`src/rtl/instr_fetch_unit.sv`:
```
// Instruction fetch front end: owns the PC, fetches from a combinational
// instruction memory, buffers words in a prefetch FIFO and hands them to decode.
module instr_fetch_unit #(
   parameter int                    DATA_WIDTH = 32,
   parameter logic [DATA_WIDTH-1:0] RESET_PC   = '0,
   parameter int                    FIFO_DEPTH = 2
) (
   input  logic                  clk,
   input  logic                  rst,
   output logic [DATA_WIDTH-1:0] imem_addr_o,
   input  logic [DATA_WIDTH-1:0] imem_instr_i,
   input  logic                  redirect_i,
   input  logic [DATA_WIDTH-1:0] redirect_pc_i,
   output logic                  if_valid_o,
   input  logic                  if_ready_i,
   output logic [DATA_WIDTH-1:0] if_instr_o,
   output logic [DATA_WIDTH-1:0] if_pc_o,
   output logic                  halted_o
);

   localparam int PTR_W = $clog2(FIFO_DEPTH);
   localparam int CNT_W = PTR_W + 1;
   localparam logic [CNT_W-1:0] DEPTH_C = CNT_W'(FIFO_DEPTH);

   typedef enum logic {S_RUN = 1'b0, S_HALT = 1'b1} state_e;

   state_e                  state_q;
   logic                    halted_q;
   logic [DATA_WIDTH-1:0]   pc_q, pc_d;
   logic [CNT_W-1:0]        count_q, count_d;
   logic [PTR_W-1:0]        wr_ptr_q, rd_ptr_q;
   logic [DATA_WIDTH-1:0]   fifo_instr_q [FIFO_DEPTH];
   logic [DATA_WIDTH-1:0]   fifo_pc_q    [FIFO_DEPTH];

   logic fifo_empty, deq, can_enq, push, zero_word;
   logic unused_redirect_lsbs;

   assign unused_redirect_lsbs = ^redirect_pc_i[1:0];

   assign fifo_empty  = (count_q == '0);
   assign if_valid_o  = ~fifo_empty & ~redirect_i;
   assign deq         = if_valid_o & if_ready_i;
   assign if_instr_o  = fifo_empty ? '0 : fifo_instr_q[rd_ptr_q];
   assign if_pc_o     = fifo_empty ? '0 : fifo_pc_q[rd_ptr_q];
   assign imem_addr_o = pc_q;
   assign halted_o    = halted_q;

   // A full FIFO still accepts a word when the head leaves in the same cycle.
   assign can_enq   = (state_q == S_RUN) & ~redirect_i & ((count_q < DEPTH_C) | deq);
   assign zero_word = (imem_instr_i == '0);
   assign push      = can_enq & ~zero_word;

   always_comb begin
      pc_d    = push ? pc_q + DATA_WIDTH'(4) : pc_q;
      count_d = count_q + CNT_W'(push) - CNT_W'(deq);
   end

   always_ff @(posedge clk) begin
      if (rst) begin
         state_q  <= S_RUN;
         halted_q <= 1'b0;
         pc_q     <= RESET_PC;
         count_q  <= '0;
         wr_ptr_q <= '0;
         rd_ptr_q <= '0;
      end else if (redirect_i) begin
         state_q  <= S_RUN;
         halted_q <= 1'b0;
         pc_q     <= {redirect_pc_i[DATA_WIDTH-1:2], 2'b00};
         count_q  <= '0;
         wr_ptr_q <= '0;
         rd_ptr_q <= '0;
      end else begin
         pc_q    <= pc_d;
         count_q <= count_d;
         if (push) begin
            fifo_instr_q[wr_ptr_q] <= imem_instr_i;
            fifo_pc_q[wr_ptr_q]    <= pc_q;
            wr_ptr_q               <= wr_ptr_q + 1'b1;
         end
         if (deq) begin
            rd_ptr_q <= rd_ptr_q + 1'b1;
         end
         if (can_enq & zero_word) begin
            state_q  <= S_HALT;
            halted_q <= 1'b1;
         end
      end
   end

endmodule

```
`config.mk`:
```
export PLATFORM = sky130hd
export DESIGN_NAME = instr_fetch_unit
export DESIGN_NICKNAME = d
export VERILOG_FILES = /design/src/rtl/instr_fetch_unit.sv
export SDC_FILE = /design/constraint.sdc
export NUM_CORES = 1
export LEC_CHECK = 0
export CORE_MARGIN = 8
export CORE_UTILIZATION = 48
export DETAILED_ROUTE_END_ITERATION = 8
export GPL_TIMING_DRIVEN = 0
export PLACE_DENSITY = 0.78
export SYNTH_ARGS = -nofsm -noshare
export SYNTH_HDL_FRONTEND = slang
export SYNTH_SLANG_ARGS = --single-unit
```
`constraint.sdc`:
```
create_clock -name clk -period 19.95 [get_ports clk]
set_input_delay 2.9925 -clock clk [delete_from_list [all_inputs] [get_ports clk]]
set_output_delay 2.9925 -clock clk [all_outputs]
set_load 0.03 [all_outputs]
```
Word level (Yosys, flattened, before mapping)
Memories as Yosys holds them, arrays and structs flattened. A register that Yosys moved wholly into a read port is not among the register bits.
Index checks and enable logic that the tools add are counted.
{ "op_classes": {"add_sub_neg": 5, "n_lt_le_gt_ge": 1, "muxes": 12, "bitwise_logic": 11, "reduce_logical": 4} }
{ "ops": {"columns": ["operator", "count"], "rows": [
  ["two-way mux 32 bit", 4],
  ["adder 32 x 3 -> 32 bit, second input constant", 1],
  ["zero test 32 bit", 1],
  ["two-way mux 1 bit", 8],
  ["bitwise AND 1 bit", 6],
  ["inverter 1 bit", 4],
  ["adder 1 bit, second input constant", 2],
  ["adder 2 x 1 -> 2 bit", 1],
  ["zero test 2 bit", 1],
  ["< comparator 2 bit, second input constant", 1],
  ["nonzero test 2 bit", 1],
  ["OR reduction 2 bit", 1],
  ["subtractor 2 x 1 -> 2 bit", 1],
  ["bitwise OR 1 bit", 1]
]} }
{ "word_totals": {"reg_bits": 37, "mem_bits_rw": 128, "output_inout_bits": 98, "elab_cells": 41, "memories": 2} }
{ "mem_list": {"columns": ["memory", "depth", "word_bits", "rd", "rd_clocked_by_memory_dff", "wr", "line", "text"], "rows": [
  ["fifo_instr_q", 2, 32, 1, 1, 1, "32", "logic [DATA_WIDTH-1:0] fifo_instr_q [FIFO_DEPTH];"],
  ["fifo_pc_q", 2, 32, 1, 1, 1, "33", "logic [DATA_WIDTH-1:0] fifo_pc_q [FIFO_DEPTH];"]
]} }

Longest topological paths before layout
{ "depth": {"depth_word": 11, "ltp_mapped": 11} }

Least setup slack after synthesis
No wires, ideal clock.
{ "synth_path": {"path_kind": "input port to flip-flop", "from": "input redirect_i", "to": "memory fifo_instr_q[1][0], enable pin", "arrival_ns": 8.477, "setup_slack_ns": 10.902, "stages": 6, "cell_sequence": "clkbuf_1 -> nor3_1 -> o21a_1 -> clkbuf_1 -> inv_1 -> nor3b_1"} }
{ "synth_via": {"elab_chain_len": 10, "elab_cells_between_ends": 11} }
{ "synth_rtl": {"columns": ["element", "line", "text"], "rows": [
  ["start, declared", "12", "input logic redirect_i,"],
  ["inverter 1 bit", "41, 49", null],
  ["bitwise AND 1 bit", "41", "assign if_valid_o = ~fifo_empty & ~redirect_i;"],
  ["bitwise AND 1 bit", "42", "assign deq = if_valid_o & if_ready_i;"],
  ["bitwise OR 1 bit", "49", "assign can_enq = (state_q == S_RUN) & ~redirect_i & ((count_q < DEPTH_C) | deq);"],
  ["bitwise AND 1 bit", "49", null],
  ["bitwise AND 1 bit", "51", "assign push = can_enq & ~zero_word;"],
  ["two-way mux 1 bit", "76", "if (push) begin"],
  ["two-way mux 1 bit *", "66", "end else if (redirect_i) begin"],
  ["two-way mux 1 bit *", "59", "if (rst) begin"],
  ["two-way mux 1 bit (not written as such) *", "77", "fifo_instr_q[wr_ptr_q] <= imem_instr_i;"],
  ["end, declared", "32", null]
]} }
Mark *: on every way between the ends. The rest lies on a longest branch, timed or not.

Worst setup path in the final report
{ "layout_path": {"from": "input redirect_i", "to": "output if_valid_o"} }
{ "layout_via": {"elab_chain_len": 2} }
{ "layout_rtl": {"columns": ["element", "line", "text"], "rows": [
  ["inverter 1 bit", "41", null],
  ["bitwise AND 1 bit", "41", null],
  ["end, declared", "14", "output logic if_valid_o,"]
]} }
Every way passes these cells.

==> flow_metrics.py <==
metrics = {
    "status": {
        "status": "completed",
    },
    "drt": {
        "vias": 5070,
        "drt_iter0_drc": 357,
        "first_pass_iters": 5,
        "via_per_inst": 5.50,
        "ant_nets": 0,
        "wire_per_inst_um": 19.0,
        "route.detailed.drc": 0,
        "drt_wl_total_um": 17500,
    },
    "die": {
        "die_height_um": 135,
        "initial_core_util_pct": 49.0,
        "dieArea_mm2": 0.0182,
        "rows": 43,
        "fp.coreArea_mm2": 0.0138,
        "ioPinCount": 166,
        "die_x_um": 135,
    },
    "logic_synthesis": {
        "async_flop_share_pct": 0,
        "synthMuxAreaShare_pct": 9.48,
        "syn_avg_cell_area_um2": 12.6,
        "synth_warnings": 0,
        "syn_inst": 536,
        "synth_top_family_by_area": "simple AND/OR/NAND/NOR gates",
        "synth_cell_type_count": 48,
        "synth_compound_area_share_pct": 7.38,
        "synthXorXnorAreaFrac_pct": 0.647,
        "synth-simple-area-share_pct": 13.3,
        "synth_area_mm2": 0.00677,
        "ys_seq_area_share_pct": 65.7,
        "synthAdderAreaFrac_pct": 0.555,
        "synth-seq-cells": 160,
        "synth-edff-count": 124,
        "synth_ff_type": "edfxtp_1",
    },
    "cts": {
        "ctsResizeCount": 0,
        "clock_path_buffers": 2,
        "clk_latency_ns": 0.42,
        "htree_levels": 4,
        "post_cts_buffers": 0,
        "cts-hold-fix-buffers": 0,
        "clk_pin_slew_ns": 0.06,
        "clkSinkCount": 160,
        "cts_made_buffers": 17,
        "root_buffer": "clkbuf_16",
        "tritoncts": "done",
    },
    "timing": {
        "finalHoldViolations": 0,
        "layout_min_cycle_time_ns": 7.10,
        "slew_viol_final": 0,
        "timing.final.crit_share_pct": 35.6,
        "fmax_mhz": 141,
        "fin_skew_ns": 0.00806,
        "slew_headroom_pct": 39.4,
        "fin_tns_setup_ns": 0,
        "tightest_slew_ns": 0.905,
        "rsz0062_at_grt": "false",
        "finalSetupViolCount": 0,
        "setup_ws_ns": 12.85,
    },
    "placed_design": {
        "portBuffers": 158,
        "hpwl_um": 13000,
        "dp_slack_ns": 12.85,
        "gp_congestion": 0.876,
    },
    "grt": {
        "gr-usage-all-layers_pct": 19.4,
        "globalRouteOverflowTotal": 0,
        "grt_max_degree": 17,
        "antenna_found_initial": 0,
        "grt_pass1_vias": 5187,
        "grt_pass1_wl_um": 27500,
    },
    "worst_setup_path": {
        "crit_type": "in2out",
        "reg2reg_depth": 8,
        "critPathArrivalTime_ns": 4.11,
        "crit_required_ns": 16.96,
        "startpoint_type": "primary input",
        "path_max_fanout": 9,
        "crit_path_end_kind": "output pin",
    },
    "hold_path": {
        "hold_class": "reg2reg",
        "holdPathStages": 0,
    },
    "final_layout": {
        "final_common_cell": "clkdlybuf4s50_1",
        "drive_gt1_share_pct": 7.42,
        "diodes": 0,
        "syn_to_final_growth_pct": 37.7,
        "final_cell_mix": "158 x clkdlybuf4s50_1, 124 x edfxtp_1, 73 x nor2_1, 63 x mux2i_1, 36 x dfxtp_1",
        "nets": 799,
    },
    "power": {
        "peakVddDrop_mv": 0.0474,
        "power.density_mw_per_mm2": 85.1,
        "leakagePower_nw": 2.99,
    },
    "flow_run": {
        "cap_violations": 0,
    },
}
## registers in the layout, indices dropped and copies added (netlist names), named ones only
register,count
count_q,2
fifo_instr_q,64
fifo_pc_q,60
halted_o,1
imem_addr_o,30
rd_ptr_q,1
wr_ptr_q,1
## final cells by class
cell class	count	area [µm²]
plain buffers	34	144
clock buffers	17	425
clock inverters	15	159
fillers	997	4510
inverters	14	52.6
multi-input cells	331	2150
flip-flops and latches	160	4440
well taps	180	225
repair buffers	170	1720
## layer usage
metal  track usage, %  share of wire (%)  vias up
met4             6.24                1.1        0
met5                0                  0        -
met2             32.4                 49      209
met3             5.39                8.6       17
met1             23.7                 41     2427
li1                 -                  -     2417
## stage by stage
stage / hold slack, ns / power (W) / instance area (µm²) / utilization (%) / std cells
4_1_cts: 0.520 / 0.000796 / 9320 / 67.4 / 921
3_5_place_dp: 0.506 / 0.000481 / 8740 / 63.2 / 889
2_1_floorplan: 0.520 / 0.000434 / 6780 / - / 539
6_report: 0.518 / 0.000793 / 9320 / 67.4 / 921
5_1_grt: 0.530 / 0.000816 / 9320 / 67.4 / 921
3_3_place_gp: 0.495 / 0.000479 / 8590 / 62.1 / 877
## Yosys cell counts (2+ instances only)
| cell type | n | area share (%) |
|---|---|---|
| xor2_1 | 2 | 0.26 |
| nand3_1 | 12 | 0.89 |
| a31oi_1 | 15 | 1.4 |
| inv_1 | 14 | 0.78 |
| a21oi_1 | 5 | 0.37 |
| and4_1 | 3 | 0.39 |
| dfxtp_1 | 36 | 11 |
| nor4_1 | 14 | 1.3 |
| or4_1 | 5 | 0.55 |
| buf_1 | 7 | 0.39 |
| nor3_1 | 11 | 0.81 |
| a311oi_1 | 6 | 0.78 |
| buf_4 | 4 | 0.44 |
| mux2i_1 | 63 | 9.3 |
| nand2b_1 | 2 | 0.18 |
| clkbuf_1 | 22 | 1.2 |
| o21ai_0 | 6 | 0.44 |
| and3_1 | 6 | 0.55 |
| edfxtp_1 | 124 | 55 |
| a41oi_1 | 4 | 0.52 |
| or3_1 | 11 | 1.0 |
| o211ai_1 | 14 | 1.6 |
| o21a_1 | 2 | 0.22 |
| nor3b_1 | 2 | 0.22 |
| o311ai_0 | 4 | 0.52 |
| ha_1 | 3 | 0.55 |
| nand2_1 | 35 | 1.9 |
| nor2_1 | 73 | 4.0 |
| nand4_1 | 7 | 0.65 |
| o31a_1 | 4 | 0.52 |
| xnor2_1 | 3 | 0.39 |
## cells by family (layout without fill, tap and decap cells)
kind of cell | count (synthesis) | count (layout)
AND/OR/NAND/NOR | 186 | 186
flip-flops | 160 | 160
AO/OA/AOI/OAI | 69 | 69
multiplexers | 64 | 64
buffers and inverters | 48 | 250
XOR/XNOR | 5 | 5
adder cells (fa/ha/maj) | 3 | 3
other | 1 | 4
## power by group
group / leakage [nW] / total (W) / internal [W] / switching, W
sequential: 1.44 / 0.000382 / 0.000372 / 0.00000970
combinational: 1.27 / 0.0000917 / 0.0000398 / 0.0000519
clock: 0.280 / 0.000319 / 0.000185 / 0.000134
total: 2.99 / 0.000793 / 0.000598 / 0.000195
## worst paths after layout
kind | end | start | slack [ns]
setup / recovery | if_valid_o | redirect_i | 12.85
hold reg to reg | fifo_pc_q[1][30] | imem_addr_o[30] | 0.52
hold / removal | fifo_pc_q[1][30] | imem_addr_o[30] | 0.52
setup reg to reg | fifo_pc_q[1][14] | count_q[1] | 16.99
## critical path, stage by stage
cell and delay (ns):
clkbuf_1 0.20, nor2_1 0.19, clkdlybuf4s50_1 0.73
(Power assumes the default switching activity.)
